### src/rtl/mac_sequencer_if.sv
// Instruction channel between the issuing controller and mac_sequencer.
// The master drives the instruction and its operands; the slave returns inst_ready.
interface mac_sequencer_if #(
  parameter int unsigned BRAM_ADDRESS_WIDTH = 12,
  parameter int unsigned MAX_IFMAP_CNT_W    = 16
);
  logic                          inst_valid;
  logic [31:0]                   inst;
  logic [MAX_IFMAP_CNT_W-1:0]    inst_arg;
  logic                          inst_ready;
  logic [4:0]                    kernel_size;
  logic [BRAM_ADDRESS_WIDTH-1:0] weight_base_addr;

  modport master (
    output inst_valid, inst, inst_arg, kernel_size, weight_base_addr,
    input  inst_ready
  );

  modport slave (
    input  inst_valid, inst, inst_arg, kernel_size, weight_base_addr,
    output inst_ready
  );
endinterface

### src/rtl/mac_sequencer.sv
// Instruction sequencer for the MAC array: weight fetch/load, ifmap load and pooling.
// Define MAC_SEQ_POOL_EN to accept the pooling opcode (89); otherwise it is illegal.
module mac_sequencer #(
  parameter int unsigned BRAM_ADDRESS_WIDTH = 12,
  parameter int unsigned MAX_IFMAP_CNT_W    = 16
) (
  input  logic                          clk,
  input  logic                          rst_n,
  mac_sequencer_if.slave                inst_if,
  output logic [BRAM_ADDRESS_WIDTH-1:0] bram_addr,
  output logic                          bram_rd_en,
  output logic                          load_weight_preload,
  output logic                          load_MAC_weight,
  output logic                          load_ifmaps,
  output logic                          pooling_compute,
  input  logic                          ifmaps_fifo_empty,
  output logic                          busy,
  output logic                          done,
  output logic                          illegal_inst
);

  localparam int unsigned AW    = BRAM_ADDRESS_WIDTH;
  localparam int unsigned CNT_W = MAX_IFMAP_CNT_W;

  localparam logic [31:0] OP_COMPUTE = 32'd87;
  localparam logic [31:0] OP_IFMAPS  = 32'd88;
  localparam logic [31:0] OP_POOL    = 32'd89;

  localparam logic [2:0] S_IDLE    = 3'd0;
  localparam logic [2:0] S_W_READ  = 3'd1;
  localparam logic [2:0] S_W_DRAIN = 3'd2;
  localparam logic [2:0] S_W_LOAD  = 3'd3;
  localparam logic [2:0] S_IF_LOAD = 3'd4;
  localparam logic [2:0] S_POOL    = 3'd5;
  localparam logic [2:0] S_DONE    = 3'd6;

  logic [2:0]       state_q, state_d;
  logic [CNT_W-1:0] cnt_q, cnt_d;
  logic [AW-1:0]    addr_q, addr_d;
  logic             ill_q, ill_d;

  logic             rd_en_q, rd_en_d;
  logic             preload_q;
  logic             load_mac_q, load_mac_d;
  logic             done_q, done_d;
  logic             busy_q, busy_d;
  logic             ready_q, ready_d;
  logic             pool_q, pool_d;

  logic             accept_c;
  logic             ks_legal_c;
  logic             if_beat_c;

  assign accept_c   = inst_if.inst_valid && (state_q == S_IDLE);
  assign ks_legal_c = (inst_if.kernel_size != 5'd0) && (inst_if.kernel_size <= 5'd5);
  assign if_beat_c  = (state_q == S_IF_LOAD) && !ifmaps_fifo_empty;

  // Next-state, counter/address and registered-output decode
  always_comb begin
    state_d    = state_q;
    cnt_d      = cnt_q;
    addr_d     = addr_q;
    ill_d      = ill_q;

    case (state_q)
      S_IDLE: begin
        if (accept_c) begin
          // Operands are captured here; later changes on the bus are ignored
          if (inst_if.inst == OP_COMPUTE && ks_legal_c) begin
            state_d = S_W_READ;
            cnt_d   = CNT_W'(inst_if.kernel_size);
            addr_d  = inst_if.weight_base_addr;
          end else if (inst_if.inst == OP_IFMAPS) begin
            cnt_d   = inst_if.inst_arg;
            state_d = (inst_if.inst_arg == '0) ? S_DONE : S_IF_LOAD;
`ifdef MAC_SEQ_POOL_EN
          end else if (inst_if.inst == OP_POOL) begin
            state_d = S_POOL;
`endif
          end else begin
            ill_d   = 1'b1;
            state_d = S_DONE;
          end
        end
      end
      S_W_READ: begin
        if (cnt_q == CNT_W'(1)) begin
          cnt_d   = '0;
          state_d = S_W_DRAIN;
        end else begin
          cnt_d  = cnt_q - CNT_W'(1);
          addr_d = addr_q + AW'(1);
        end
      end
      S_W_DRAIN: state_d = S_W_LOAD;
      S_W_LOAD:  state_d = S_DONE;
      S_IF_LOAD: begin
        // Stalls without limit while the FIFO is empty
        if (if_beat_c) begin
          cnt_d = cnt_q - CNT_W'(1);
          if (cnt_q == CNT_W'(1)) state_d = S_DONE;
        end
      end
      S_POOL:    state_d = S_DONE;
      S_DONE:    state_d = S_IDLE;
      default:   state_d = S_IDLE;
    endcase

    rd_en_d    = (state_d == S_W_READ);
    load_mac_d = (state_d == S_W_LOAD);
    pool_d     = (state_d == S_POOL);
    done_d     = (state_d == S_DONE);
    busy_d     = (state_d != S_IDLE);
    ready_d    = (state_d == S_IDLE);
  end

  always_ff @(posedge clk or negedge rst_n) begin
    if (!rst_n) begin
      state_q    <= S_IDLE;
      cnt_q      <= '0;
      addr_q     <= '0;
      ill_q      <= 1'b0;
      rd_en_q    <= 1'b0;
      preload_q  <= 1'b0;
      load_mac_q <= 1'b0;
      pool_q     <= 1'b0;
      done_q     <= 1'b0;
      busy_q     <= 1'b0;
      ready_q    <= 1'b1;
    end else begin
      state_q    <= state_d;
      cnt_q      <= cnt_d;
      addr_q     <= addr_d;
      ill_q      <= ill_d;
      rd_en_q    <= rd_en_d;
      // One-cycle BRAM read latency: preload shift follows the read strobe
      preload_q  <= rd_en_q;
      load_mac_q <= load_mac_d;
      pool_q     <= pool_d;
      done_q     <= done_d;
      busy_q     <= busy_d;
      ready_q    <= ready_d;
    end
  end

  assign inst_if.inst_ready  = ready_q;
  assign bram_addr           = addr_q;
  assign bram_rd_en          = rd_en_q;
  assign load_weight_preload = preload_q;
  assign load_MAC_weight     = load_mac_q;
  // Follows the FIFO within the cycle so an empty FIFO never produces a beat
  assign load_ifmaps         = if_beat_c;
  assign busy                = busy_q;
  assign done                = done_q;
  assign illegal_inst        = ill_q;

`ifdef MAC_SEQ_POOL_EN
  assign pooling_compute     = pool_q;
`else
  assign pooling_compute     = 1'b0;
  logic unused_pool;
  assign unused_pool         = pool_q;
`endif

endmodule

### src/flat_wrapper.sv
// flat-port wrapper written by rule: the top's interface ports become plain ports
module mac_sequencer_flat 
#(
  parameter int unsigned BRAM_ADDRESS_WIDTH = 12,
  parameter int unsigned MAX_IFMAP_CNT_W    = 16
)
  (clk, rst_n, bram_addr, bram_rd_en, load_weight_preload, load_MAC_weight, load_ifmaps, pooling_compute, ifmaps_fifo_empty, busy, done, illegal_inst, inst_if_inst_valid, inst_if_inst, inst_if_inst_arg, inst_if_kernel_size, inst_if_weight_base_addr, inst_if_inst_ready);
  mac_sequencer_if #(.BRAM_ADDRESS_WIDTH(BRAM_ADDRESS_WIDTH), .MAX_IFMAP_CNT_W(MAX_IFMAP_CNT_W)) inst_if_i ();
  input  logic clk;
  input  logic rst_n;
  output logic [BRAM_ADDRESS_WIDTH-1:0] bram_addr;
  output logic bram_rd_en;
  output logic load_weight_preload;
  output logic load_MAC_weight;
  output logic load_ifmaps;
  output logic pooling_compute;
  input  logic ifmaps_fifo_empty;
  output logic busy;
  output logic done;
  output logic illegal_inst;
  input wire logic [$bits(inst_if_i.inst_valid)-1:0] inst_if_inst_valid;
  input wire logic [$bits(inst_if_i.inst)-1:0] inst_if_inst;
  input wire logic [$bits(inst_if_i.inst_arg)-1:0] inst_if_inst_arg;
  input wire logic [$bits(inst_if_i.kernel_size)-1:0] inst_if_kernel_size;
  input wire logic [$bits(inst_if_i.weight_base_addr)-1:0] inst_if_weight_base_addr;
  output wire logic [$bits(inst_if_i.inst_ready)-1:0] inst_if_inst_ready;
  assign inst_if_i.inst_valid = inst_if_inst_valid;
  assign inst_if_i.inst = inst_if_inst;
  assign inst_if_i.inst_arg = inst_if_inst_arg;
  assign inst_if_i.kernel_size = inst_if_kernel_size;
  assign inst_if_i.weight_base_addr = inst_if_weight_base_addr;
  assign inst_if_inst_ready = inst_if_i.inst_ready;
  mac_sequencer #(.BRAM_ADDRESS_WIDTH(BRAM_ADDRESS_WIDTH), .MAX_IFMAP_CNT_W(MAX_IFMAP_CNT_W)) u_core (.clk(clk), .rst_n(rst_n), .inst_if(inst_if_i), .bram_addr(bram_addr), .bram_rd_en(bram_rd_en), .load_weight_preload(load_weight_preload), .load_MAC_weight(load_MAC_weight), .load_ifmaps(load_ifmaps), .pooling_compute(pooling_compute), .ifmaps_fifo_empty(ifmaps_fifo_empty), .busy(busy), .done(done), .illegal_inst(illegal_inst));
endmodule
### config.mk
export PLATFORM = sky130hd
export DESIGN_NAME = mac_sequencer_flat
export DESIGN_NICKNAME = d
export VERILOG_FILES = /design/src/rtl/mac_sequencer_if.sv /design/src/rtl/mac_sequencer.sv /design/src/flat_wrapper.sv
export SDC_FILE = /design/constraint.sdc
export NUM_CORES = 1
export LEC_CHECK = 0
export ABC_AREA = 0
export CAP_MARGIN = 20
export CORE_UTILIZATION = 40
export CTS_CLUSTER_DIAMETER = 40
export DETAILED_ROUTE_END_ITERATION = 8
export PLACE_DENSITY = 0.85
export RECOVER_POWER = 25
export SLEW_MARGIN = 40
export SYNTH_ARGS = -nofsm -noshare
export SYNTH_HDL_FRONTEND = slang
export SYNTH_SLANG_ARGS = --single-unit
### constraint.sdc
create_clock -name clk -period 2.6 [get_ports clk]
set_clock_uncertainty 0.1 [all_clocks]
set_input_delay 0.65 -clock clk [delete_from_list [all_inputs] [get_ports clk]]
set_output_delay 0.65 -clock clk [all_outputs]
set_load 0.005 [all_outputs]
* Word-level counts from Yosys, hierarchy flattened *
Index checks and enable logic that the tools add are counted.

word-level totals
  output and inout port bits = 21
  logic and storage cells = 65
  input bits = 69
  bits in registers = 38

cells by class
  multiplexer cells = 18
  bitwise logic cells = 2
  equality and inequality tests = 16
  reductions and logical operators = 16
  add/subtract/negate cells = 2
  $lt $le $gt $ge = 1

operator list
  operator                                                                number
  16-bit two-way mux                                                      5
  32-bit by 7-bit equality test with 1-bit output, second input constant  2
  16-bit one-hot mux with 3 select lines                                  1
  12-bit two-way mux                                                      3
  12-bit one-hot mux with 2 select lines                                  1
  3-bit two-way mux                                                       6
  16-bit by 1-bit equality test with 1-bit output, second input constant  1
  16-bit zero test                                                        1
  16-bit by 1-bit subtractor with 16-bit output, second input constant    1
  3-bit one-hot mux with 5 select lines                                   1
  12-bit by 1-bit adder with 12-bit output, second input constant         1
  4-bit AND reduction                                                     3
  3-bit by 2-bit equality test with 1-bit output, second input constant   3
  3-bit equality test, second input constant                              3
  3-bit by 1-bit equality test with 1-bit output, second input constant   2
  3-bit zero test                                                         2
  2-bit != test, second input constant                                    3
  3-bit nonzero test                                                      2
  5-bit by 3-bit <= comparator with 1-bit output, second input constant   1
  5-bit nonzero test                                                      1
  1-bit logical AND                                                       4
  3-bit != test, second input constant                                    1
  2-bit two-way mux                                                       1
  2-bit by 1-bit != test with 1-bit output, second input constant         1
  other kinds (4)                                                         5

* Depth between registers and ports, before layout *
Gate-level depths: netlist of the first run.

  word-level depth = 7
  mapped depth = 9
  mapped depth without buffers = 9

* Worst setup path before layout of the first run *
OpenSTA, ideal clock, no wires.

  kind = input -> register
  start point = input port inst_if_inst[15]
  end point = register u_core.addr_q[7] (netlist: u_core.bram_addr[7])
  data required time = 2.418 ns
  data arrival time = 2.270 ns
  setup time = 0.082 ns
  path buffers = 0
  slack = 0.148 ns
  stages = 7
  path through = nor4_1 -> nand4_1 -> o21a_1 -> and4b_1 -> inv_2 -> or4b_1 -> a22oi_2

on the way
  word-level cells in the longest chain between the ends = 4

ends and longest elaborated chain
  element                                          RTL line              source
  start: declaration                               flat_wrapper.sv:22    input wire logic [$bits(inst_if_i.inst)-1:0] inst_if_inst;
  32-bit by 7-bit equality test with 1-bit output  mac_sequencer.sv:69   if (inst_if.inst == OP_COMPUTE && ks_legal_c) begin
  1-bit logical AND                                mac_sequencer.sv:69
  2-bit != test (no source line)                   --
  4-bit AND reduction (no source line)             --
  end signal: assignment                           mac_sequencer.sv:133  addr_q <= addr_d;
  end: declaration                                 mac_sequencer.sv:39   logic [AW-1:0] addr_q, addr_d;

Every way passes these cells.
A chain may end at the register's enable or synchronous reset.

* Worst setup path in the final report of the first run *
  start point = input port inst_if_kernel_size[0]
  end point = register u_core.addr_q[5] (netlist: u_core.bram_addr[5])

on the way
  word-level cells in the longest chain between the ends = 5

ends and longest elaborated chain
  element                                                                                      RTL line             source
  start: declaration                                                                           flat_wrapper.sv:24   input wire logic [$bits(inst_if_i.kernel_size)-1:0] inst_if_kernel_size;
  5-bit by 3-bit <= comparator with 1-bit output / 5-bit nonzero test (equally long branches)  mac_sequencer.sv:55  assign ks_legal_c = (inst_if.kernel_size != 5'd0) && (inst_if.kernel_size <= 5'd5);
  1-bit logical AND (*)                                                                        mac_sequencer.sv:55
  1-bit logical AND (*)                                                                        mac_sequencer.sv:69
  2-bit != test (no source line) (*)                                                           --
  4-bit AND reduction (no source line) (*)                                                     --

Mark *: on every way between the ends. The rest lies on a longest branch, timed or not.

==> impl_metrics.toml, run 1 <==
[floorplanning]
die_h_um = 78.63
die_x_um = 78.63
dieArea_um2 = 6182
coreArea_um2 = 5574
ios = 90
initial_core_util_pct = 42.13
std_cell_rows = 27

[setup_path]
regToRegSetupSlack_ns = 0.13
startpoint = "inst_if_kernel_size[0]"
timing.rr.end = "u_core.bram_addr[5]$_DFFE_PN0P_"
cp-start-kind = "input port"
required_ns = 2.72
crit_path_end_kind = "flop"
endpoint = "u_core.bram_addr[5]$_DFFE_PN0P_"
critPathMaxFanout = 13
critical_path_arrival_ns = 2.70
r2r_start = "u_core.cnt_q[7]$_DFFE_PN0P_"
reg2regPathDepth = 8
critical_path_class = "in -> reg"

[cts]
clkLatencyLatePin_ns = 0.30
cts_buffers = 5
clock-sinks = 38
cts_tree = "done"
hold_buffers = 0
clk_path_buf_depth = 2
cts-root-buf = "clkbuf_8"
clk_pin_slew_worst_paths_ns = 0.09
htreeDepth = 2

[placement]
place.gp.congestion = 0.8924
hpwlAfterDp_mm = 5.104
place_inst = 458
port_buffers = 88

[detailed_routing]
drt-wirelength-per-cell_um = 16.38
vias_per_cell = 5.854
wl_met1_mm = 3.027
wl_mm = 7.731
route.met3.wl_um = 629
dr_wl_met2_mm = 3.880
dr.pass1.iters = 4
routed.top_layer = "met4"
drc = 0
num_vias = 2763
drt_iter0_markers = 246
ant_nets = 0

[power]
peakVddDrop_mv = 0.6724
cellLeakagePower_nw = 1.693
power_density_nw_per_um2 = 1050

[finish]
syn_to_final_growth_pct = 63.93
fillers = 430
layoutNonFillerInstCount = 472
final_common_cell = "clkdlybuf4s50_1"
fin_nets = 471
diodes = 0
layout_common_cells = "clkdlybuf4s50_1, dfrtp_1, o21ai_0, buf_4, nand2_1"
layout-drive-gt1-share_pct = 18.50

[sta]
slew_violations = 0
setup_viol = 0
hold_ws_ns = 0.2757
min_period_over_period_pct = 99.28
tightest_slew_ns = 0.9572
fmax_mhz = 387.4
fin_crit_ns = 2.581
finalSetupTns_ns = 0
hold_violations = 0
slew_headroom_pct = 36.19

[grt]
grt_first_pass_wirelength_mm = 11.89
grt_pass1_vias = 2632
grt_max_degree = 39
antenna_found_initial = 0
grtUsageTotal_pct = 24.35
overflow = 0

[run]
max-cap-violations = 0

[yosys]
synth_warnings = 0
async_flop_share_pct = 100.0
synth.avg_cell_area_um2 = 8.418
ys_seq_elements = 38
syn_inst = 279
syn_nets = 351
synth_cell_types = 51
yosys.area.top_type = "dfrtp_1"
syn_area_um2 = 2349
synth-main-ff-cell = "dfrtp_1"
synth_area_leaders = "dfrtp_1, o21ai_0, a21oi_1"
synth_top_cell_area_share_pct = 39.42
synth_edf_count = 0
ys_seq_area_share_pct = 40.54

[run_status]
status = "completed"

[min_path]
hold_path.class = "reg -> reg"
## report_power, final
group          switching [mW]  internal, mW  total, mW
registers               0.325         0.879       1.20
clock network           0.245         0.385      0.629
logic                    1.14          1.07       2.21
## cell families (layout without fill, tap and decap cells)
logic type | Yosys count | in the layout | share of synthesized area [%]
flops | 38 | 38 | 40.54
fa+ha+maj | 3 | 3 | 1.598
other cells | 1 | 1 | 0.1597
compound gates | 104 | 104 | 27.01
buf+inv | 24 | 145 | 4.209
mux | 3 | 3 | 1.279
simple gates | 106 | 106 | 25.20
## metal layers
layer / vias up / GRT usage [%]
li1: 1296 / -
met1: 1302 / 27.77
met2: 143 / 43.04
met3: 22 / 6.047
met4: 0 / 10.00
met5: - / 0
## cell usage after synthesis (all sizes together), types with 2 or more instances
| master | number |
|---|---|
| nor2b | 6 |
| a21oi | 25 |
| and4b | 3 |
| a211oi | 2 |
| a32oi | 8 |
| a22oi | 2 |
| nand2 | 25 |
| nor3b | 2 |
| nor2 | 20 |
| and4 | 4 |
| nand2b | 2 |
| ha | 3 |
| nor3 | 6 |
| buf | 5 |
| nand4 | 4 |
| clkbuf | 8 |
| mux2i | 3 |
| dfrtp | 37 |
| o22ai | 6 |
| nor4 | 13 |
| inv | 11 |
| a2bb2oi | 2 |
| o21bai | 2 |
| and2 | 4 |
| a31oi | 11 |
| a22o | 2 |
| or3 | 3 |
| nand3 | 6 |
| o22a | 3 |
| nor4b | 3 |
| o21ai | 36 |
## critical path, cell delays in order
cell and delay [ns]:
clkdlybuf4s50_1 0.42, or3_1 0.39, nand3_2 0.10, buf_4 0.14, nor3_4 0.05, a211o_2 0.31, buf_4 0.15, and2_1 0.17
buf_12 0.15, a21oi_2 0.17
## final cells by class
class / instances / area [um^2] / share of cell area, %
tap: 72 / 90.09 / 2.340
clock inverter: 3 / 68.82 / 1.787
inverter: 11 / 41.29 / 1.072
multi-input combinational: 217 / 1418 / 36.82
timing repair buffer: 126 / 1211 / 31.46
clock buffer: 5 / 68.82 / 1.787
sequential: 38 / 952.2 / 24.73
## sequential cells by signal (all words and copies together), names as in the netlist
register                    count
u_core.bram_addr               12
u_core.bram_rd_en               1
u_core.busy                     1
u_core.cnt_q                   16
u_core.done                     1
u_core.illegal_inst             1
u_core.inst_if.inst_ready       1
u_core.load_MAC_weight          1
u_core.load_weight_preload      1
u_core.state_q                  3
## stage by stage
| stage | utilization [%] | cell area (um^2) | power (mW) | setup WS, ns |
|---|---|---|---|---|
| 5_1_grt | 69.07 | 3850 | 4.312 | -0.04760 |
| 6_report | 69.07 | 3850 | 4.042 | 0.01867 |
| 4_1_cts | 66.04 | 3681 | 3.887 | -0.006409 |
| 3_5_place_dp | 63.01 | 3512 | 3.209 | -0.4438 |
| 2_1_floorplan | - | 2349 | 2.289 | 0.1484 |
| 3_3_place_gp | 62.96 | 3510 | 3.122 | -0.3529 |
## what timing repair did
action                                  4_1_cts  5_1_grt
pin swaps                                     9       20
buffers inserted                              2        3
gates resized for setup                      18       39
endpoints found under the setup margin       29       29
gates cloned                                  0        1
## worst min path at each step
stage,startpoint,end,slack (ns),cells past startpoint
after floorplan,rst_n,u_core.bram_addr[0]$_DFFE_PN0P_,0.25,0
after global placement,u_core.bram_rd_en$_DFF_PN0_,u_core.load_weight_preload$_DFF_PN0_,0.26,0
after detailed placement,u_core.bram_rd_en$_DFF_PN0_,u_core.load_weight_preload$_DFF_PN0_,0.26,0
after CTS,rst_n,u_core.cnt_q[12]$_DFFE_PN0P_,0.22,1
after global routing,u_core.bram_rd_en$_DFF_PN0_,u_core.load_weight_preload$_DFF_PN0_,0.30,0
final,u_core.bram_rd_en$_DFF_PN0_,u_core.load_weight_preload$_DFF_PN0_,0.28,0
No activity file was read; power rests on OpenSTA's default activity.
==> inputs of run 2 (changes only) <==
Settings changed: CTS_CLUSTER_DIAMETER 40 to 80.
==> results of run 2 <==
No change in the layout: final DEF, timing and power equal those of run 1.
